===== src/rtl/rsa_modexp_core.sv =====
// rsa_modexp_core: left-to-right square-and-multiply modular exponentiation
// built on a bit-serial interleaved modular multiplier (one operand bit per cycle).
module rsa_modexp_core #(
  parameter int WIDTH = 8
) (
  input  logic             clk,
  input  logic             rstb,
  input  logic             ena,
  input  logic             en_rsa,
  input  logic             rst_rsa,
  input  logic [WIDTH-1:0] plain_text,
  input  logic [WIDTH-1:0] exp_key,
  input  logic [WIDTH-1:0] modulus,
  output logic [WIDTH-1:0] cipher_text,
  output logic             eoc_rsa_unit
);
  localparam int IW = (WIDTH > 1) ? $clog2(WIDTH) : 1;
  typedef enum logic [2:0] {S_IDLE, S_PREP, S_SQR, S_MUL, S_DONE} state_t;
  state_t           r_state, w_state_n;
  logic [WIDTH-1:0] r_p, r_e, r_m, r_b, r_r, r_acc, r_ct;
  logic [WIDTH-1:0] w_p_n, w_e_n, w_m_n, w_b_n, w_r_n, w_acc_n, w_ct_n;
  logic [IW-1:0]    r_j, r_i, w_j_n, w_i_n;
  logic [WIDTH-1:0] w_a, w_bop, w_mm;
  logic [WIDTH:0]   w_m1, w_t0, w_t1, w_t2;
  logic             w_run, w_clr;
  assign w_run        = ena & en_rsa & rst_rsa;
  assign w_clr        = ena & ~rst_rsa;
  assign cipher_text  = r_ct;
  assign eoc_rsa_unit = (r_state == S_DONE);
  // One multiplier step: double, reduce, conditionally add a, reduce (all WIDTH+1 bits)
  assign w_a   = (r_state == S_PREP) ? WIDTH'(1) : r_r;
  assign w_bop = (r_state == S_PREP) ? r_p : (r_state == S_SQR) ? r_r : r_b;
  assign w_m1  = {1'b0, r_m};
  assign w_t0  = {r_acc, 1'b0};
  assign w_t1  = (w_t0 >= w_m1) ? w_t0 - w_m1 : w_t0;
  assign w_t2  = w_t1 + (w_bop[r_j] ? {1'b0, w_a} : '0);
  assign w_mm  = WIDTH'((w_t2 >= w_m1) ? w_t2 - w_m1 : w_t2);
  always_comb begin
    w_state_n = r_state;
    w_p_n     = r_p;
    w_e_n     = r_e;
    w_m_n     = r_m;
    w_b_n     = r_b;
    w_r_n     = r_r;
    w_acc_n   = r_acc;
    w_ct_n    = r_ct;
    w_j_n     = r_j;
    w_i_n     = r_i;
    if (w_clr) begin
      w_state_n = S_IDLE;
    end else if (w_run) begin
      case (r_state)
        S_IDLE: begin
          w_p_n = plain_text;
          w_e_n = exp_key;
          w_m_n = modulus;
          if (modulus < WIDTH'(2)) begin
            w_state_n = S_DONE;
            w_ct_n    = '0;
          end else begin
            w_state_n = S_PREP;
            w_r_n     = WIDTH'(1);
            w_acc_n   = '0;
            w_j_n     = IW'(WIDTH - 1);
            w_i_n     = IW'(WIDTH - 1);
          end
        end
        S_PREP, S_SQR, S_MUL: begin
          w_acc_n = w_mm;
          w_j_n   = r_j - 1'b1;
          if (r_j == '0) begin
            w_acc_n = '0;
            w_j_n   = IW'(WIDTH - 1);
            if (r_state == S_PREP) begin
              w_b_n     = w_mm;
              w_state_n = S_SQR;
            end else begin
              w_r_n = w_mm;
              // Square finished on a set exponent bit: multiply before advancing
              if (r_state == S_SQR && r_e[r_i]) begin
                w_state_n = S_MUL;
              end else if (r_i == '0) begin
                w_state_n = S_DONE;
                w_ct_n    = w_mm;
              end else begin
                w_i_n     = r_i - 1'b1;
                w_state_n = S_SQR;
              end
            end
          end
        end
        default: ;
      endcase
    end
  end
  always_ff @(posedge clk or negedge rstb) begin
    if (!rstb) begin
      r_state <= S_IDLE;
      r_p     <= '0;
      r_e     <= '0;
      r_m     <= '0;
      r_b     <= '0;
      r_r     <= '0;
      r_acc   <= '0;
      r_ct    <= '0;
      r_j     <= '0;
      r_i     <= '0;
    end else begin
      r_state <= w_state_n;
      r_p     <= w_p_n;
      r_e     <= w_e_n;
      r_m     <= w_m_n;
      r_b     <= w_b_n;
      r_r     <= w_r_n;
      r_acc   <= w_acc_n;
      r_ct    <= w_ct_n;
      r_j     <= w_j_n;
      r_i     <= w_i_n;
    end
  end
endmodule


===== config.mk =====
export PLATFORM = sky130hd
export DESIGN_NAME = rsa_modexp_core
export DESIGN_NICKNAME = d
export VERILOG_FILES = /design/src/rtl/rsa_modexp_core.sv
export SDC_FILE = /design/constraint.sdc
export NUM_CORES = 1
export LEC_CHECK = 0
export CORE_ASPECT_RATIO = 1.2
export CORE_MARGIN = 8
export CORE_UTILIZATION = 58
export CTS_BUF_LIST = sky130_fd_sc_hd__clkbuf_8
export CTS_CLUSTER_SIZE = 8
export DETAILED_ROUTE_END_ITERATION = 10
export PLACE_DENSITY = 0.83
export SLEW_MARGIN = 5
export SYNTH_ARGS = -nofsm -noshare
export SYNTH_HDL_FRONTEND = slang
export SYNTH_SLANG_ARGS = --single-unit

===== constraint.sdc =====
create_clock -name clk -period 12.95 [get_ports clk]
set_clock_uncertainty 0.15 [all_clocks]
set_input_delay 1.9425 -clock clk [delete_from_list [all_inputs] [get_ports clk]]
set_output_delay 1.9425 -clock clk [all_outputs]
set_load 0.01 [all_outputs]

==> results of run 1 <==
-- report_power, final --
part           switching (mW)  total [mW]  internal (mW)
clock network          0.0753       0.180          0.105
logic                   0.469       0.737          0.268
registers              0.0458       0.291          0.245
total                   0.590        1.21          0.618
-- final timing paths --
check,slack [ps],start,end
worst min-delay path,330,cipher_text[2]$_DFFE_PN0P_,cipher_text[2]$_DFFE_PN0P_
max in group asynchronous,10500,rstb,r_p[4]$_DFFE_PN0P_
worst min register to register,330,cipher_text[2]$_DFFE_PN0P_,cipher_text[2]$_DFFE_PN0P_
worst max-delay path,7240,r_m[6]$_DFFE_PN0P_,cipher_text[6]$_DFFE_PN0P_
min in group asynchronous,1620,rstb,r_acc[7]$_DFFE_PN0P_
worst max register to register,7240,r_m[6]$_DFFE_PN0P_,cipher_text[6]$_DFFE_PN0P_
-- layer usage --
metal	global-route usage	up-vias	wire, um
met5	0	-	0
met4	0.140	0	614
met3	0.0559	49	842
met2	0.369	206	5770
met1	0.262	1815	4360
li1	-	1752	-
-- tightest hold or removal path: cells and delay by family (launching register included) --
| kind | cells | cell delay, ps |
|---|---|---|
| flip-flops | 1 | 340 |
| AO/OA/AOI/OAI | 1 | 60 |
| AND/OR/NAND/NOR | 1 | 50 |
-- metrics by stage --
| stage | setup slack (ps) | total power [mW] |
|---|---|---|
| after floorplan | 8200 | 0.821 |
| after global placement | 7400 | 0.997 |
| after detailed placement | 7310 | 1.01 |
| after CTS | 7280 | 1.19 |
| after global routing | 6880 | 1.29 |
| final | 7240 | 1.21 |
-- layout by cell type, fill, tap and decap left out, types with 3 or more instances in the layout --
master,n
or3_1,6
clkdlybuf4s50_1,36
a21oi_1,21
nor2_1,34
nor3_1,15
a31oi_1,5
a32o_1,5
o21ai_0,26
dfrtp_1,65
and3_1,6
mux4_2,8
clkbuf_8,9
mux2_2,26
xor2_1,8
a32oi_1,5
inv_1,32
o21ai_1,4
o31ai_1,14
ha_1,28
fa_1,3
a31o_2,3
nand3_1,23
nand2_1,37
nand4_1,5
o21a_1,3
nor2b_1,4
a21o_1,5
and2_1,5
xnor2_1,6
nand2b_1,5
-- cells by family after synthesis --
group,after synthesis,synth area share
AOI/OAI and AO/OA,110,0.168
adders and majority gates,31,0.0926
muxes,37,0.115
buffers and inverters,46,0.0449
and+or+nand+nor,154,0.174
DFF,65,0.367
xor gates and xnor gates,17,0.0387
-- state kept, by name, summed over array words and instances, names as in the netlist --
name,count
cipher_text,8
r_r,8
r_state,3
r_j,3
r_m,8
r_e,8
r_i,3
r_acc,8
r_b,8
r_p,8
-- final cells by class --
class / count / area, sq um
clock inverters: 5 / 73.8
repair buffers: 38 / 373
well taps: 92 / 115
flip-flops and latches: 65 / 1630
inverters: 31 / 116
fillers: 584 / 2490
clock buffers: 9 / 124
multi-input cells: 349 / 2610
-- cells in the mapped netlist (all sizes together), types with 6 or more instances --
master | instances | share of area
o21ai | 30 | 0.034
clkbuf | 12 | 0.012
mux2 | 27 | 0.069
and3 | 6 | 0.0085
o31ai | 14 | 0.024
nor2 | 34 | 0.029
xnor2 | 7 | 0.016
inv | 31 | 0.026
and2 | 7 | 0.010
nor3 | 15 | 0.017
dfrtp | 65 | 0.37
a21oi | 22 | 0.027
mux4 | 8 | 0.041
nand2 | 37 | 0.031
or3 | 6 | 0.0085
ha | 28 | 0.079
nand3 | 24 | 0.030
xor2 | 10 | 0.023
==> results_dict.tcl, run 1 <==
set metrics [dict create \
    synth_enable_flop_cells 0 \
    nets 554 \
    fin_util 0.669 \
    hold_viol_final 0 \
    syn_area_per_cell_sq_um 9.63 \
    ys_ff_latch 65 \
    drt_first_pass_iters 5 \
    placed_area_sq_um 4840 \
    max_freq_mhz 175 \
    cts_buffers 9 \
    critPathTopFamily "simple AND/OR/NAND/NOR gates" \
    cts_sinks 65 \
    grt_max_degree 66 \
    antenna_found_initial 0 \
    ant_nets 0 \
    gr-usage-all-layers 0.229 \
    whs_ps 328 \
    synth_ff_type "dfrtp_1" \
    vias 3822 \
    tns_ps 0 \
    required_ps 13030 \
    endpoint_kind "register" \
    pin_count 38 \
    clkTransAtPathRegs_ps 70 \
    tightest_slew_ps 1120 \
    synth_cell_types 61 \
    wl_mm 11.6 \
    r2r_cells 22 \
    relSlewSlack 0.245 \
    postCtsHoldBufs 0 \
    worst_hold_path_type "reg -> reg" \
    initial_core_util 0.588 \
    synthCells 460 \
    path_depth 22 \
    placedCellCount 575 \
    overflow 0 \
    cpMostUsedCell "nor2_1" \
    maxSlewViolCount 0 \
    die_h_um 112 \
    worstPathMaxFanout 16 \
    core_sq_um 7530 \
    path_cells "inv_1 > ha_1 > o21a_1 > nor3_1 > a21oi_1 > nor2_1 > mux2_2 > ha_1 > a21o_1 > nand4_1 > nand3_1 > o41ai_1 > xor2_1 > inv_1 > ha_1 > nand4_1 > nor2_1 > nor2_1 > and2_1 > nor2_1 > a22o_1 > or3_1" \
    grt_pass1_wl_mm 19.0 \
    cts.path.max_buffers 2 \
    fin_cells 589 \
    path_class "reg -> reg" \
    postCtsSetupRepairBufs 0 \
    initialDrtViolationCount 342 \
    drc 0 \
    start_kind "register" \
    yosysSeqAreaShare 0.367 \
    post_cts_resized 0 \
    floorplan.die.width_um 95.8 \
    syn-num-nets 520 \
    die_area_sq_um 10700 \
    async_flop_share 1.00 \
    drive_gt1_frac 0.135 \
    synthesis.area_sq_um 4430 \
    arrival_ps 5790 \
    maxCapViolCount 0 \
    tritoncts "built" \
    setup_viol 0 \
    yosysWarnings 0 \
    place_congestion 0.966 \
    design_area_sq_um 5040 \
    avgViaCountPerCell 6.49 \
    powerDensity_nw_per_um2 240 \
    cts-root-buf "clkbuf_8" \
    holdPathStages 2 \
    place_hpwl_mm 9.02 \
    rsz0062_at_grt "false" \
    diodes 0 \
    cpPeakStageDelay_ps 510 \
    cp_num_buf_inv 2 \
    crit_slowest_cell "nor2_1" \
    rows 35 \
    leakage_nw 2.27 \
    period_share 0.441 \
    clk-insertion-delay-late_ps 350 \
    htreeDepth 3 \
    synthToLayoutAreaGrowth_pct 13.7 \
    fin_crit_ps 5710 \
    grt_pass1_vias 3895 \
    ir_drop_mv 0.137 \
    outcome "complete, no violations" \
    routedWlPerCell_um 19.7 \
    port-buffer-count 37 \
]
(Power assumes the default switching activity.)
==> inputs of run 2 (changes only) <==
- clock period: 12.95 -> 5.7 ns (I/O delays scaled with it)
==> results_dict.tcl, run 2 (synthesis gave the netlist of run 1 again) <==
set metrics [dict create \
    leakage_nw 2.32 \
    placed_area_sq_um 4900 \
    hold_viol_final 0 \
    rows 35 \
    place_congestion 0.921 \
    post_cts_resized 0 \
    multiInputGateArea_sq_um 2620 \
    setup_viol 0 \
    gr-usage-all-layers 0.232 \
    start_kind "register" \
    endpoint_kind "register" \
    core_sq_um 7530 \
    postCtsSetupRepairBufs 0 \
    postCtsHoldBufs 0 \
    clkTransAtPathRegs_ps 90 \
    relSlewSlack 0.311 \
    antenna_found_initial 0 \
    grt_pass1_vias 3932 \
    drt_first_pass_iters 5 \
    routedWlPerCell_um 19.8 \
    tightest_slew_ps 1030 \
    ir_drop_mv 0.527 \
    max_freq_mhz 190 \
    ant_nets 0 \
    nets 562 \
    tritoncts "built" \
    cpMostUsedCell "nor2_1" \
    port-buffer-count 37 \
    fill_cells 555 \
    initialDrtViolationCount 297 \
    maxSlewViolCount 0 \
    avgViaCountPerCell 6.45 \
    initial_core_util 0.588 \
    overflow 0 \
    period_share 0.923 \
    whs_ps 336 \
    cts.path.max_buffers 2 \
    final_common_cell "dfrtp_1" \
    synthToLayoutAreaGrowth_pct 16.0 \
    cts_buffers 9 \
    regArea_sq_um 1630 \
    grt_max_degree 66 \
    floorplan.die.width_um 95.8 \
    worst_hold_path_type "reg -> reg" \
    path_cells "nor3b_4 > mux4_2 > nand2_1 > and3_1 > a211o_1 > nor2_1 > ha_1 > a21o_1 > nand4_1 > nand3_1 > o41ai_1 > xor2_1 > inv_1 > ha_1 > nand4_1 > nor2_1 > nor2_1 > and2_2 > a21oi_1 > o31ai_1" \
    rsz0062_at_grt "false" \
    place_hpwl_mm 9.21 \
    tns_ps 0 \
    drc 0 \
    cp_num_buf_inv 1 \
    drive_gt1_frac 0.156 \
    maxCapViolCount 0 \
    fin_cells 599 \
    die_area_sq_um 10700 \
    vias 3866 \
    placedCellCount 583 \
    die_h_um 112 \
    final_cell_mix "dfrtp_1, nand2_1, clkdlybuf4s50_1" \
    wl_mm 11.9 \
    cpPeakStageDelay_ps 560 \
    grt_pass1_wl_mm 19.1 \
    path_class "reg -> reg" \
    crit_slowest_cell "a21oi_1" \
    fin_util 0.682 \
    cts-root-buf "clkbuf_8" \
    outcome "complete, no violations" \
    htreeDepth 3 \
    powerDensity_nw_per_um2 566 \
    clk-insertion-delay-late_ps 350 \
    diodes 0 \
    required_ps 5750 \
    arrival_ps 5320 \
    cts_sinks 65 \
    critPathTopFamily "simple AND/OR/NAND/NOR gates" \
    fin_crit_ps 5260 \
    worstPathMaxFanout 16 \
    pin_count 38 \
    design_area_sq_um 5140 \
]
-- run 2: layer usage --
metal,global-route usage,vias to the layer above,part of all wire
met5,0,-,0
met4,0.143,0,0.054
met3,0.0451,58,0.055
met2,0.376,176,0.50
met1,0.271,1869,0.39
li1,-,1763,-
-- run 2: cell type report --
| class | count | area share |
|---|---|---|
| sequential | 65 | 0.317 |
| timing repair buffer | 46 | 0.0842 |
| tap | 92 | 0.0224 |
| inverter | 31 | 0.0226 |
| clock inverter | 6 | 0.0175 |
| multi-input combinational | 349 | 0.510 |
| clock buffer | 10 | 0.0268 |
-- run 2: report_power, final --
group	internal (mW)	switching (mW)
Combinational	0.706	1.09
Sequential	0.557	0.102
Clock	0.260	0.194
-- run 2: worst reg2reg max path, cell delays in order (launching register included) --
cell and delay [ps]:
dfrtp_1 440, nor3b_4 460, mux4_2 280, nand2_1 50
and3_1 180, a211o_1 360, nor2_1 220, ha_1 270
a21o_1 190, nand4_1 80, nand3_1 110, o41ai_1 330
xor2_1 220, inv_1 120, ha_1 350, nand4_1 100
nor2_1 120, nor2_1 60, and2_2 300, a21oi_1 560
o31ai_1 150
-- run 2: final timing paths --
path | start | to | slack, ps | depth (start not counted)
min | cipher_text[1]$_DFFE_PN0P_ | cipher_text[1]$_DFFE_PN0P_ | 340 | 2
max in group asynchronous | rstb | r_e[7]$_DFFE_PN0P_ | 4330 | 2
max | r_state[1]$_DFFE_PN0P_ | r_r[4]$_DFFE_PN0P_ | 440 | 20
max reg2reg | r_state[1]$_DFFE_PN0P_ | r_r[4]$_DFFE_PN0P_ | 440 | 20
min reg2reg | cipher_text[1]$_DFFE_PN0P_ | cipher_text[1]$_DFFE_PN0P_ | 340 | 2
min in group asynchronous | rstb | r_acc[7]$_DFFE_PN0P_ | 490 | 2
-- run 2: stage by stage --
step	setup WS (ps)	total power, mW
6_report	436	2.91
5_1_grt	100	3.09
4_1_cts	163	2.88
3_5_place_dp	214	2.41
3_3_place_gp	439	2.38
2_1_floorplan	948	1.87
